### src/rtl/uart_tx_arbiter.sv
`default_nettype none
// ============================================================================
// Module : uart_tx_arbiter
// Desc   : Packet-granular round-robin sharing of one UART TX among N_REQ
//          byte sources; optional stalled-owner timeout via UART_TX_ARB_TIMEOUT_EN.
// Rev    : 1.0  initial release
// ============================================================================
module uart_tx_arbiter #(
  parameter int N_REQ          = 4,
  parameter int TIMEOUT_CYCLES = 1024
) (
  input  logic               clk,
  input  logic               rst_n,
  input  logic [N_REQ-1:0]   req_valid,
  input  logic [8*N_REQ-1:0] req_data,
  input  logic [N_REQ-1:0]   req_last,
  output logic [N_REQ-1:0]   req_ready,
  output logic [N_REQ-1:0]   grant,
  output logic [7:0]         tx_data,
  output logic               new_tx_data,
  input  logic               tx_busy
`ifdef UART_TX_ARB_TIMEOUT_EN
  ,
  output logic               timeout_evt
`endif
);

  localparam int IW  = $clog2(N_REQ);
  localparam int IW1 = IW + 1;

  typedef enum logic [1:0] {
    ST_IDLE = 2'd0,
    ST_SEND = 2'd1,
    ST_GAP  = 2'd2
  } state_t;

  if (N_REQ < 2 || N_REQ > 8 || TIMEOUT_CYCLES < 1) begin : g_param_check
    $error("uart_tx_arbiter: N_REQ must be 2..8 and TIMEOUT_CYCLES >= 1");
  end

  state_t           state_q, state_d;
  logic [IW-1:0]    owner_q, owner_d;
  logic [IW-1:0]    ptr_q, ptr_d;
  logic [N_REQ-1:0] grant_q, grant_d;
  logic [7:0]       tx_data_q, tx_data_d;
  logic             new_tx_data_q, new_tx_data_d;
  logic             last_q, last_d;

  logic             scan_found;
  logic [IW-1:0]    scan_idx;
  logic [IW1-1:0]   scan_pos;
  logic             accept;
  logic             expire;
  logic [IW-1:0]    owner_next;

  // Round-robin scan starting at ptr, wrapping modulo N_REQ.
  always_comb begin
    scan_found = 1'b0;
    scan_idx   = '0;
    scan_pos   = '0;
    for (int k = 0; k < N_REQ; k++) begin
      scan_pos = {1'b0, ptr_q} + IW1'(k);
      if (scan_pos >= IW1'(N_REQ)) begin
        scan_pos = scan_pos - IW1'(N_REQ);
      end
      if (!scan_found && req_valid[scan_pos[IW-1:0]]) begin
        scan_found = 1'b1;
        scan_idx   = scan_pos[IW-1:0];
      end
    end
  end

  assign accept     = (state_q == ST_SEND) && req_valid[owner_q] && !tx_busy;
  assign owner_next = (owner_q == IW'(N_REQ - 1)) ? '0 : owner_q + IW'(1);

  always_comb begin
    req_ready = '0;
    if (accept) begin
      req_ready[owner_q] = 1'b1;
    end
  end

`ifdef UART_TX_ARB_TIMEOUT_EN
  localparam int CW = (TIMEOUT_CYCLES > 1) ? $clog2(TIMEOUT_CYCLES) : 1;

  logic [CW-1:0] to_cnt_q, to_cnt_d;
  logic          timeout_evt_q, timeout_evt_d;
  logic          stalled;

  assign stalled = (state_q == ST_SEND) && !req_valid[owner_q];
  assign expire  = stalled && (to_cnt_q == CW'(TIMEOUT_CYCLES - 1));

  // Counts only cycles where the owner has nothing to offer; tx_busy stalls do not age it.
  always_comb begin
    to_cnt_d      = to_cnt_q;
    timeout_evt_d = 1'b0;
    if (accept || expire) begin
      to_cnt_d = '0;
    end else if (stalled) begin
      to_cnt_d = to_cnt_q + CW'(1);
    end
    if (expire) begin
      timeout_evt_d = 1'b1;
    end
  end

  always_ff @(posedge clk or negedge rst_n) begin
    if (!rst_n) begin
      to_cnt_q      <= '0;
      timeout_evt_q <= 1'b0;
    end else begin
      to_cnt_q      <= to_cnt_d;
      timeout_evt_q <= timeout_evt_d;
    end
  end

  assign timeout_evt = timeout_evt_q;
`else
  assign expire = 1'b0;
`endif

  always_comb begin
    state_d       = state_q;
    owner_d       = owner_q;
    ptr_d         = ptr_q;
    grant_d       = grant_q;
    tx_data_d     = tx_data_q;
    new_tx_data_d = 1'b0;
    last_d        = last_q;
    unique case (state_q)
      ST_IDLE: begin
        if (scan_found) begin
          owner_d = scan_idx;
          grant_d = N_REQ'(1) << scan_idx;
          state_d = ST_SEND;
        end
      end
      ST_SEND: begin
        if (accept) begin
          tx_data_d     = req_data[{owner_q, 3'b000} +: 8];
          new_tx_data_d = 1'b1;
          last_d        = req_last[owner_q];
          state_d       = ST_GAP;
        end else if (expire) begin
          grant_d = '0;
          ptr_d   = owner_next;
          state_d = ST_IDLE;
        end
      end
      // Holdoff cycle gives the serial TX time to raise tx_busy after a strobe.
      ST_GAP: begin
        if (last_q) begin
          grant_d = '0;
          ptr_d   = owner_next;
          state_d = ST_IDLE;
        end else begin
          state_d = ST_SEND;
        end
      end
      default: begin
        grant_d = '0;
        state_d = ST_IDLE;
      end
    endcase
  end

  always_ff @(posedge clk or negedge rst_n) begin
    if (!rst_n) begin
      state_q       <= ST_IDLE;
      owner_q       <= '0;
      ptr_q         <= '0;
      grant_q       <= '0;
      tx_data_q     <= 8'h00;
      new_tx_data_q <= 1'b0;
      last_q        <= 1'b0;
    end else begin
      state_q       <= state_d;
      owner_q       <= owner_d;
      ptr_q         <= ptr_d;
      grant_q       <= grant_d;
      tx_data_q     <= tx_data_d;
      new_tx_data_q <= new_tx_data_d;
      last_q        <= last_d;
    end
  end

  assign grant       = grant_q;
  assign tx_data     = tx_data_q;
  assign new_tx_data = new_tx_data_q;

endmodule
`default_nettype wire

### config.mk
export PLATFORM = sky130hd
export DESIGN_NAME = uart_tx_arbiter
export DESIGN_NICKNAME = d
export VERILOG_FILES = /design/src/rtl/uart_tx_arbiter.sv
export SDC_FILE = /design/constraint.sdc
export NUM_CORES = 1
export LEC_CHECK = 0
export BUFFER_PORTS_ARGS = -buffer_cell sky130_fd_sc_hd__buf_2
export CORE_MARGIN = 3
export CORE_UTILIZATION = 45
export DETAILED_ROUTE_END_ITERATION = 16
export PLACE_DENSITY = 0.79
export SLEW_MARGIN = 20
export SYNTH_ARGS = -nofsm -noshare
export SYNTH_HDL_FRONTEND = slang
export SYNTH_SLANG_ARGS = --single-unit
### constraint.sdc
create_clock -name clk -period 2.2 [get_ports clk]
set_clock_uncertainty 0.05 [all_clocks]
set_input_delay 0.44 -clock clk [delete_from_list [all_inputs] [get_ports clk]]
set_output_delay 0.44 -clock clk [all_outputs]
set_load 0.02 [all_outputs]
==> flow_summary.rst, run 1 <==
.. list-table::
   :header-rows: 1

   * - Metric
     - Value
   * - DRC violations left
     - 0
   * - Highest fanout seen on the critical path
     - 6
   * - Via Count
     - 1,000
   * - Maximum number of pins on one net before global-route repair
     - 21
   * - Result of the run
     - completed
   * - WP data required
     - 1.71 ns
   * - Minimum setup slack after placement
     - 0.287 ns
   * - Most used routing layer
     - met2
   * - Synth Area in Compound Gates
     - 8.99%
   * - Later-pin clock latency in the skew report
     - 0.29 ns
   * - Area inside the core boundary
     - 2500 um2
   * - Global routing met2 resource utilization
     - 31.6%
   * - Total detailed-routing wirelength
     - 2870 um
   * - Number of global-route vias before repair
     - 1,049
   * - Ant diodes
     - 0
   * - Setup repair after global routing missed its margin
     - false
   * - Worst setup path class
     - reg -> out
   * - Die extent in y
     - 57.6 um
   * - Minimum clock period
     - 2.09 ns
   * - Share of layout cells above drive strength 1
     - 55.6%
   * - Met1 Resource Use GR
     - 21.5%
   * - Hold Path Class
     - in -> async
   * - Initial core utilization
     - 47.9%
   * - R2R Setup Slk
     - 0.49 ns
   * - Critical path capture point type
     - primary output
   * - Slowest stage cell, crit path
     - sky130_fd_sc_hd__mux4_2
   * - Layout-stage area growth over the synthesis result
     - 30.0%
   * - Placement-stage cell area
     - 1530 um2
   * - Synth Warn #
     - 0
   * - Post-route cell area
     - 1560 um2
   * - Synth Area in XOR/XNOR
     - 0%
   * - Initial antenna violation count
     - 0
   * - Switching component of the power
     - 754 uW
   * - Cell count after synthesis
     - 90
   * - Total congestion overflow after global routing
     - 0
   * - Number of endpoints with negative hold slack in the final report
     - 0
   * - Total negative slack
     - 0 ns
   * - Number of different library cells in the post-synthesis netlist
     - 32
   * - Number of clock sinks
     - 20
   * - Synth Area per Inst
     - 13.3 um2
   * - Worst setup SP type
     - register
   * - CP max stage delay
     - 0.57 ns
   * - Count of nets left with antenna violations after detail routing
     - 0
   * - Number of DRC markers after the initial detailed-route iteration
     - 34
   * - PwrDens
     - 1210 nW/um2
   * - First-pass GRT wire length
     - 4590 um
   * - GR met3 Demand/Resource
     - 3.39%
   * - Share of power burned in registers
     - 35.8%
   * - Total Routing Usage GR
     - 17.9%
   * - Arr. time, crit path
     - 1.60 ns
   * - Flop and latch count out of synthesis
     - 20
   * - Share of synthesized area occupied by flip-flops and latches
     - 41.8%
   * - Mux share of post-synthesis cell area
     - 31.3%
   * - Switching Share
     - 40.0%
   * - Detailed placer's ending HPWL
     - 2340 um
   * - Final worst-path cycle share
     - 95.0%
   * - Clock root buffer master
     - sky130_fd_sc_hd__clkbuf_4
   * - Clock transition at the registers of the reported paths
     - 0.10 ns
   * - Maximum clock frequency
     - 478 MHz
   * - Final worst-path setup slack
     - 0.109 ns
   * - Die area
     - 3320 um2
   * - Horizontal extent of the die
     - 57.6 um
   * - Net total in the final layout
     - 200
   * - Clock share of power
     - 8.8%
   * - Cell area after synthesis
     - 1200 um2
   * - Via density per instance
     - 5.52
   * - # Max-Cap Violations
     - 0
   * - Average routed wire per standard cell
     - 15.9 um
   * - Number of buffers inserted by port buffering
     - 59
   * - Number of rows in the core area
     - 18
   * - GP Congestion
     - 0.757
   * - Setup-failing EPs final
     - 0
   * - Transition time of the tightest slew-check pin
     - 0.451 ns
   * - Ordered list of cells on the worst path
     - mux4_2 > and3_1 > buf_2
   * - Finished Core Util
     - 62.3%
   * - WHS
     - 0.0298 ns
   * - Slew Viols, Final
     - 0
   * - Adder-cell share of the synthesized area
     - 4.18%
   * - Depth of the CTS H-tree
     - 1
   * - Leakage Power
     - 0.798 nW
   * - Cell-internal power
     - 1.13 mW
   * - Synthesized Nets
     - 137
   * - Normalized max-slew margin
     - 69.6%
   * - Share of synthesized cell area in and, or, nand and nor gates
     - 10.4%
   * - Main combinational cell family by area after synthesis
     - multiplexers
   * - Drt first pass iters
     - 4
   * - Deepest clock path buffer count
     - 2
   * - Total of fill cells in the finished design
     - 209
   * - Number of top-level design ports
     - 60
   * - CTS tree
     - yes
   * - TritonCTS buffer count
     - 3
   * - Max VDD drop
     - 0.000647 V
   * - Share of total power in combinational logic
     - 55.4%
   * - Post-CTS Setup Inserts
     - 0
-- area by class of cell --
type	instances	area (um2)	area share [%]
inverters	4	15.0	0.965
repair buffers	62	318	20.4
flip-flops and latches	20	500	32.2
clock buffers	3	22.5	1.45
well taps	30	37.5	2.41
multi-input cells	62	663	42.6
-- power groups by stage --
stage	Sequential [mW]	Clock, mW	Combinational (mW)
final	0.674	0.166	1.04
after global routing	0.706	0.190	1.13
after CTS	0.675	0.176	1.05
after detailed placement	0.678	0	1.05
after global placement	0.672	0	1.02
after floorplan	0.804	0	0.615
-- timing repair --
item / CTS / global route
gates resized for setup: 0 / 1
hold buffers: 0 / 0
endpoints found under the setup margin: 0 / 4
-- Yosys cell counts, drive strengths merged --
| cell type | n | area, um2 |
|---|---|---|
| a21oi | 3 | 15.0 |
| nand3b | 1 | 7.51 |
| a21o | 1 | 7.51 |
| nand2 | 4 | 15.0 |
| nor2b | 1 | 6.26 |
| buf | 2 | 16.3 |
| nand3 | 2 | 10.0 |
| nor3 | 3 | 15.0 |
| nor2 | 3 | 11.3 |
| mux4 | 10 | 233 |
| o41ai | 1 | 8.76 |
| clkbuf | 2 | 7.51 |
| nand2b | 1 | 6.26 |
| nor3b | 1 | 7.51 |
| o21ai | 3 | 15.0 |
| a311oi | 1 | 8.76 |
| inv | 4 | 15.0 |
| or3 | 1 | 6.26 |
| mux2 | 10 | 143 |
| o31ai | 3 | 22.5 |
| o211a | 1 | 10.0 |
| and3 | 4 | 25.0 |
| ha | 4 | 50.1 |
| dfrtp | 20 | 500 |
| a32o | 2 | 20.0 |
| and2 | 2 | 15.0 |
-- final timing paths --
path,startpoint,endpoint,cells past startpoint
max,owner_q[0],req_ready[1],3
min,rst_n,tx_data[7],1
max reg2reg,owner_q[0],tx_data[5],3
min reg2reg,tx_data[0],tx_data[0],1
max in group asynchronous,rst_n,owner_q[0],1
min in group clk,tx_busy,state_q[1],3
-- worst max-delay path: cells and delay by family (launching register included) --
kind	cells	cell delay, ns
DFF	1	0.40
and+or+nand+nor	1	0.19
buffers and inverters	1	0.15
muxes	1	0.57
-- kinds of logic (layout without fill, tap and decap cells) --
| family | after synthesis | in the layout |
|---|---|---|
| flops | 20 | 20 |
| mux | 20 | 20 |
| fa+ha+maj | 4 | 4 |
| simple gates | 23 | 23 |
| compound gates | 15 | 15 |
| buf+inv | 8 | 69 |
-- sequential cells by signal (all words and copies together), names as in the netlist --
register	cells
last_q	1
grant	4
ptr_q	2
state_q	2
new_tx_data	1
tx_data	8
owner_q	2
-- cells in the final DEF (no fill, tap or decap) --
| cell type | n |
|---|---|
| sky130_fd_sc_hd__mux4_2 | 8 |
| sky130_fd_sc_hd__nor2_1 | 3 |
| sky130_fd_sc_hd__and2_4 | 1 |
| sky130_fd_sc_hd__buf_4 | 3 |
| sky130_fd_sc_hd__mux2_4 | 8 |
| sky130_fd_sc_hd__nor3b_2 | 1 |
| sky130_fd_sc_hd__o211a_1 | 1 |
| sky130_fd_sc_hd__clkbuf_4 | 3 |
| sky130_fd_sc_hd__a32o_1 | 2 |
| sky130_fd_sc_hd__a21oi_1 | 3 |
| sky130_fd_sc_hd__nand2_1 | 4 |
| sky130_fd_sc_hd__nor2b_1 | 1 |
| sky130_fd_sc_hd__mux4_1 | 2 |
| sky130_fd_sc_hd__a21o_1 | 1 |
| sky130_fd_sc_hd__nand3_1 | 2 |
| sky130_fd_sc_hd__o21ai_0 | 2 |
| sky130_fd_sc_hd__mux2_1 | 1 |
| sky130_fd_sc_hd__o21ai_1 | 1 |
| sky130_fd_sc_hd__and3_1 | 4 |
| sky130_fd_sc_hd__nand3b_1 | 1 |
| sky130_fd_sc_hd__buf_2 | 59 |
| sky130_fd_sc_hd__or3_1 | 1 |
| sky130_fd_sc_hd__a311oi_1 | 1 |
| sky130_fd_sc_hd__and2_1 | 1 |
| sky130_fd_sc_hd__ha_1 | 4 |
| sky130_fd_sc_hd__nor3_1 | 3 |
| sky130_fd_sc_hd__nand2b_1 | 1 |
| sky130_fd_sc_hd__o41ai_1 | 1 |
| sky130_fd_sc_hd__mux2_2 | 1 |
| sky130_fd_sc_hd__inv_1 | 4 |
| sky130_fd_sc_hd__dfrtp_1 | 20 |
| sky130_fd_sc_hd__o31ai_1 | 3 |
-- through the flow --
stage          power (mW)  std cells
6_report             1.88        181
2_1_floorplan        1.42         90
4_1_cts              1.90        181
3_3_place_gp         1.69        178
3_5_place_dp         1.73        178
5_1_grt              2.02        181
-- per-layer routing --
layer	part of all wire [%]	vias to the layer above
li1	-	470
met1	38	491
met2	56	33
met3	3.8	6
met4	2.0	0
met5	0	-
Power figures use the tool's default switching activity.
==> run 2: changes to the inputs <==
- CORE_UTILIZATION: 45 -> 25
- PLACE_DENSITY: 0.79 -> not set
==> run 2 against run 1 <==
Sequential share of layout area fell by 1.5 points. Power up 12%. Global-route usage shrank 7.4 points.
==> flow_summary.rst, run 2 (synthesized netlist as in run 1, its figures left out) <==
.. list-table::
   :header-rows: 1

   * - Metric
     - Value
   * - Count of instances resized after the clock tree is built
     - 0
   * - Highest-count cells in the layout ignoring fill and taps
     - sky130_fd_sc_hd__buf_2 (59), sky130_fd_sc_hd__dfrtp_1 (20), sky130_fd_sc_hd__mux4_2 (8), sky130_fd_sc_hd__mux2_4 (8)
   * - Net total in the final layout
     - 201
   * - Detailed placer's ending HPWL
     - 2390 um
   * - First-pass GRT wire length
     - 4430 um
   * - Crit path buf inv count
     - 1
   * - WP data required
     - 1.71 ns
   * - Minimum clock period
     - 2.04 ns
   * - # Max-Cap Violations
     - 0
   * - Area inside the core boundary
     - 4470 um2
   * - Layout-stage area growth over the synthesis result
     - 36.6%
   * - Number of buffers inserted by port buffering
     - 59
   * - Total power draw
     - 2.10 mW
   * - Final worst-path cycle share
     - 92.6%
   * - Die area
     - 5660 um2
   * - Cell-internal power
     - 1.31 mW
   * - Max VDD drop
     - 0.000448 V
   * - CTS tree
     - yes
   * - Share of power burned in registers
     - 32.4%
   * - Clock share of power
     - 17.5%
   * - Number of top-level design ports
     - 60
   * - Count of nets left with antenna violations after detail routing
     - 0
   * - Arr. time, crit path
     - 1.55 ns
   * - Later-pin clock latency in the skew report
     - 0.26 ns
   * - GP Congestion
     - 0.678
   * - Total of fill cells in the finished design
     - 439
   * - Worst setup SP type
     - register
   * - RR Endpoint
     - tx_data[5]
   * - Most common library cell in the layout ignoring fill and taps
     - sky130_fd_sc_hd__buf_2
   * - Average routed wire per standard cell
     - 14.6 um
   * - Critical path capture point type
     - primary output
   * - Total congestion overflow after global routing
     - 0
   * - TritonCTS buffer count
     - 3
   * - Depth of the worst register-to-register path
     - 3
   * - R2R Setup Slk
     - 0.51 ns
   * - Initial core utilization
     - 26.8%
   * - Switching Share
     - 37.4%
   * - CP max stage delay
     - 0.57 ns
   * - Maximum clock frequency
     - 491 MHz
   * - Family with the most delay on the worst path
     - multiplexers
   * - Deepest clock path buffer count
     - 2
   * - Max reg flops
     - 8
   * - Leakage Power
     - 0.822 nW
   * - Maximum number of pins on one net before global-route repair
     - 21
   * - Total negative slack
     - 0 ns
   * - Number of clock sinks
     - 20
   * - Hold Path Class
     - in -> async
   * - Die extent in y
     - 75.2 um
   * - Drt first pass iters
     - 4
   * - Ordered list of cells on the worst path
     - mux4_2 > and3_1 > buf_2
   * - Number of endpoints with negative hold slack in the final report
     - 0
   * - Final Instance Count excl. Fillers
     - 205
   * - Number of global-route vias before repair
     - 892
   * - Initial antenna violation count
     - 0
   * - Post-CTS Setup Inserts
     - 0
   * - Switching component of the power
     - 787 uW
   * - Worst setup path class
     - reg -> out
   * - Via density per instance
     - 4.72
   * - Clock root buffer master
     - sky130_fd_sc_hd__clkbuf_8
   * - Via Count
     - 968
   * - Setup-failing EPs final
     - 0
   * - Start of the worst register-to-register path
     - owner_q[0]
   * - Number of rows in the core area
     - 24
   * - Setup repair after global routing missed its margin
     - false
   * - Transition time of the tightest slew-check pin
     - 0.458 ns
   * - Depth of the CTS H-tree
     - 1
   * - Result of the run
     - completed
   * - Share of layout cells above drive strength 1
     - 55.6%
   * - Cell count after placement
     - 201
   * - Ant diodes
     - 0
   * - Share of total power in combinational logic
     - 50.1%
   * - Number of DRC markers after the initial detailed-route iteration
     - 47
   * - Clock transition at the registers of the reported paths
     - 0.08 ns
   * - Hold-fix buffers at CTS
     - 0
   * - Slew Viols, Final
     - 0
   * - Slowest stage cell, crit path
     - sky130_fd_sc_hd__mux4_2
   * - PwrDens
     - 1290 nW/um2
   * - Total Routing Usage GR
     - 10.5%
   * - Normalized max-slew margin
     - 69.4%
   * - Highest fanout seen on the critical path
     - 6
   * - Total detailed-routing wirelength
     - 2990 um
   * - Horizontal extent of the die
     - 75.2 um
   * - DRC violations left
     - 0
==> run 2: cell count changes in the layout (fill, tap and decap cells not counted), sizes merged <==
cell	delta
bufinv	+1
buf	+1
==> run 2: worst max-delay path by stage <==
stage                       from      endpoint  slack [ns]  cells past startpoint
floorplan             owner_q[0]        last_q        0.45                      4
global placement    req_valid[2]  req_ready[2]        0.28                      4
detailed placement  req_valid[3]  req_ready[1]        0.28                      4
CTS                   owner_q[1]  req_ready[1]        0.15                      5
global route          owner_q[1]  req_ready[1]        0.08                      5
finish                owner_q[0]  req_ready[1]        0.16                      3
==> run 2: area by class of cell <==
type | instances | area, um2 | area share, %
clock buffers | 3 | 41.3 | 2.52
clock inverters | 1 | 30.0 | 1.84
inverters | 4 | 15.0 | 0.918
multi-input cells | 62 | 658 | 40.2
flip-flops and latches | 20 | 500 | 30.6
well taps | 52 | 65.1 | 3.98
repair buffers | 63 | 325 | 19.9
==> run 2: through the flow <==
stage / area, um2 / worst slack (ns) / hold WS, ns / util, %
global placement: 1560 / 0.282 / 0.364 / 35.0
floorplan: 1200 / 0.453 / 0.0944 / -
finish: 1640 / 0.164 / 0.0715 / 36.5
detailed placement: 1560 / 0.278 / 0.367 / 35.0
CTS: 1640 / 0.147 / 0.0837 / 36.5
global route: 1640 / 0.0782 / 0.0881 / 36.5
==> run 2: power groups by stage <==
stage	Sequential (mW)	Combinational [mW]	Clock, mW
3_3_place_gp	0.686	1.06	0
3_5_place_dp	0.685	1.07	0
5_1_grt	0.708	1.15	0.397
6_report	0.681	1.05	0.369
2_1_floorplan	0.804	0.615	0
4_1_cts	0.682	1.07	0.377
==> run 2: routing by layer <==
metal	share of wire [%]	global-route usage, %
met1	42	14.6
met2	53	16.5
met3	4.6	2.67
met4	0.47	2.33
met5	0	0
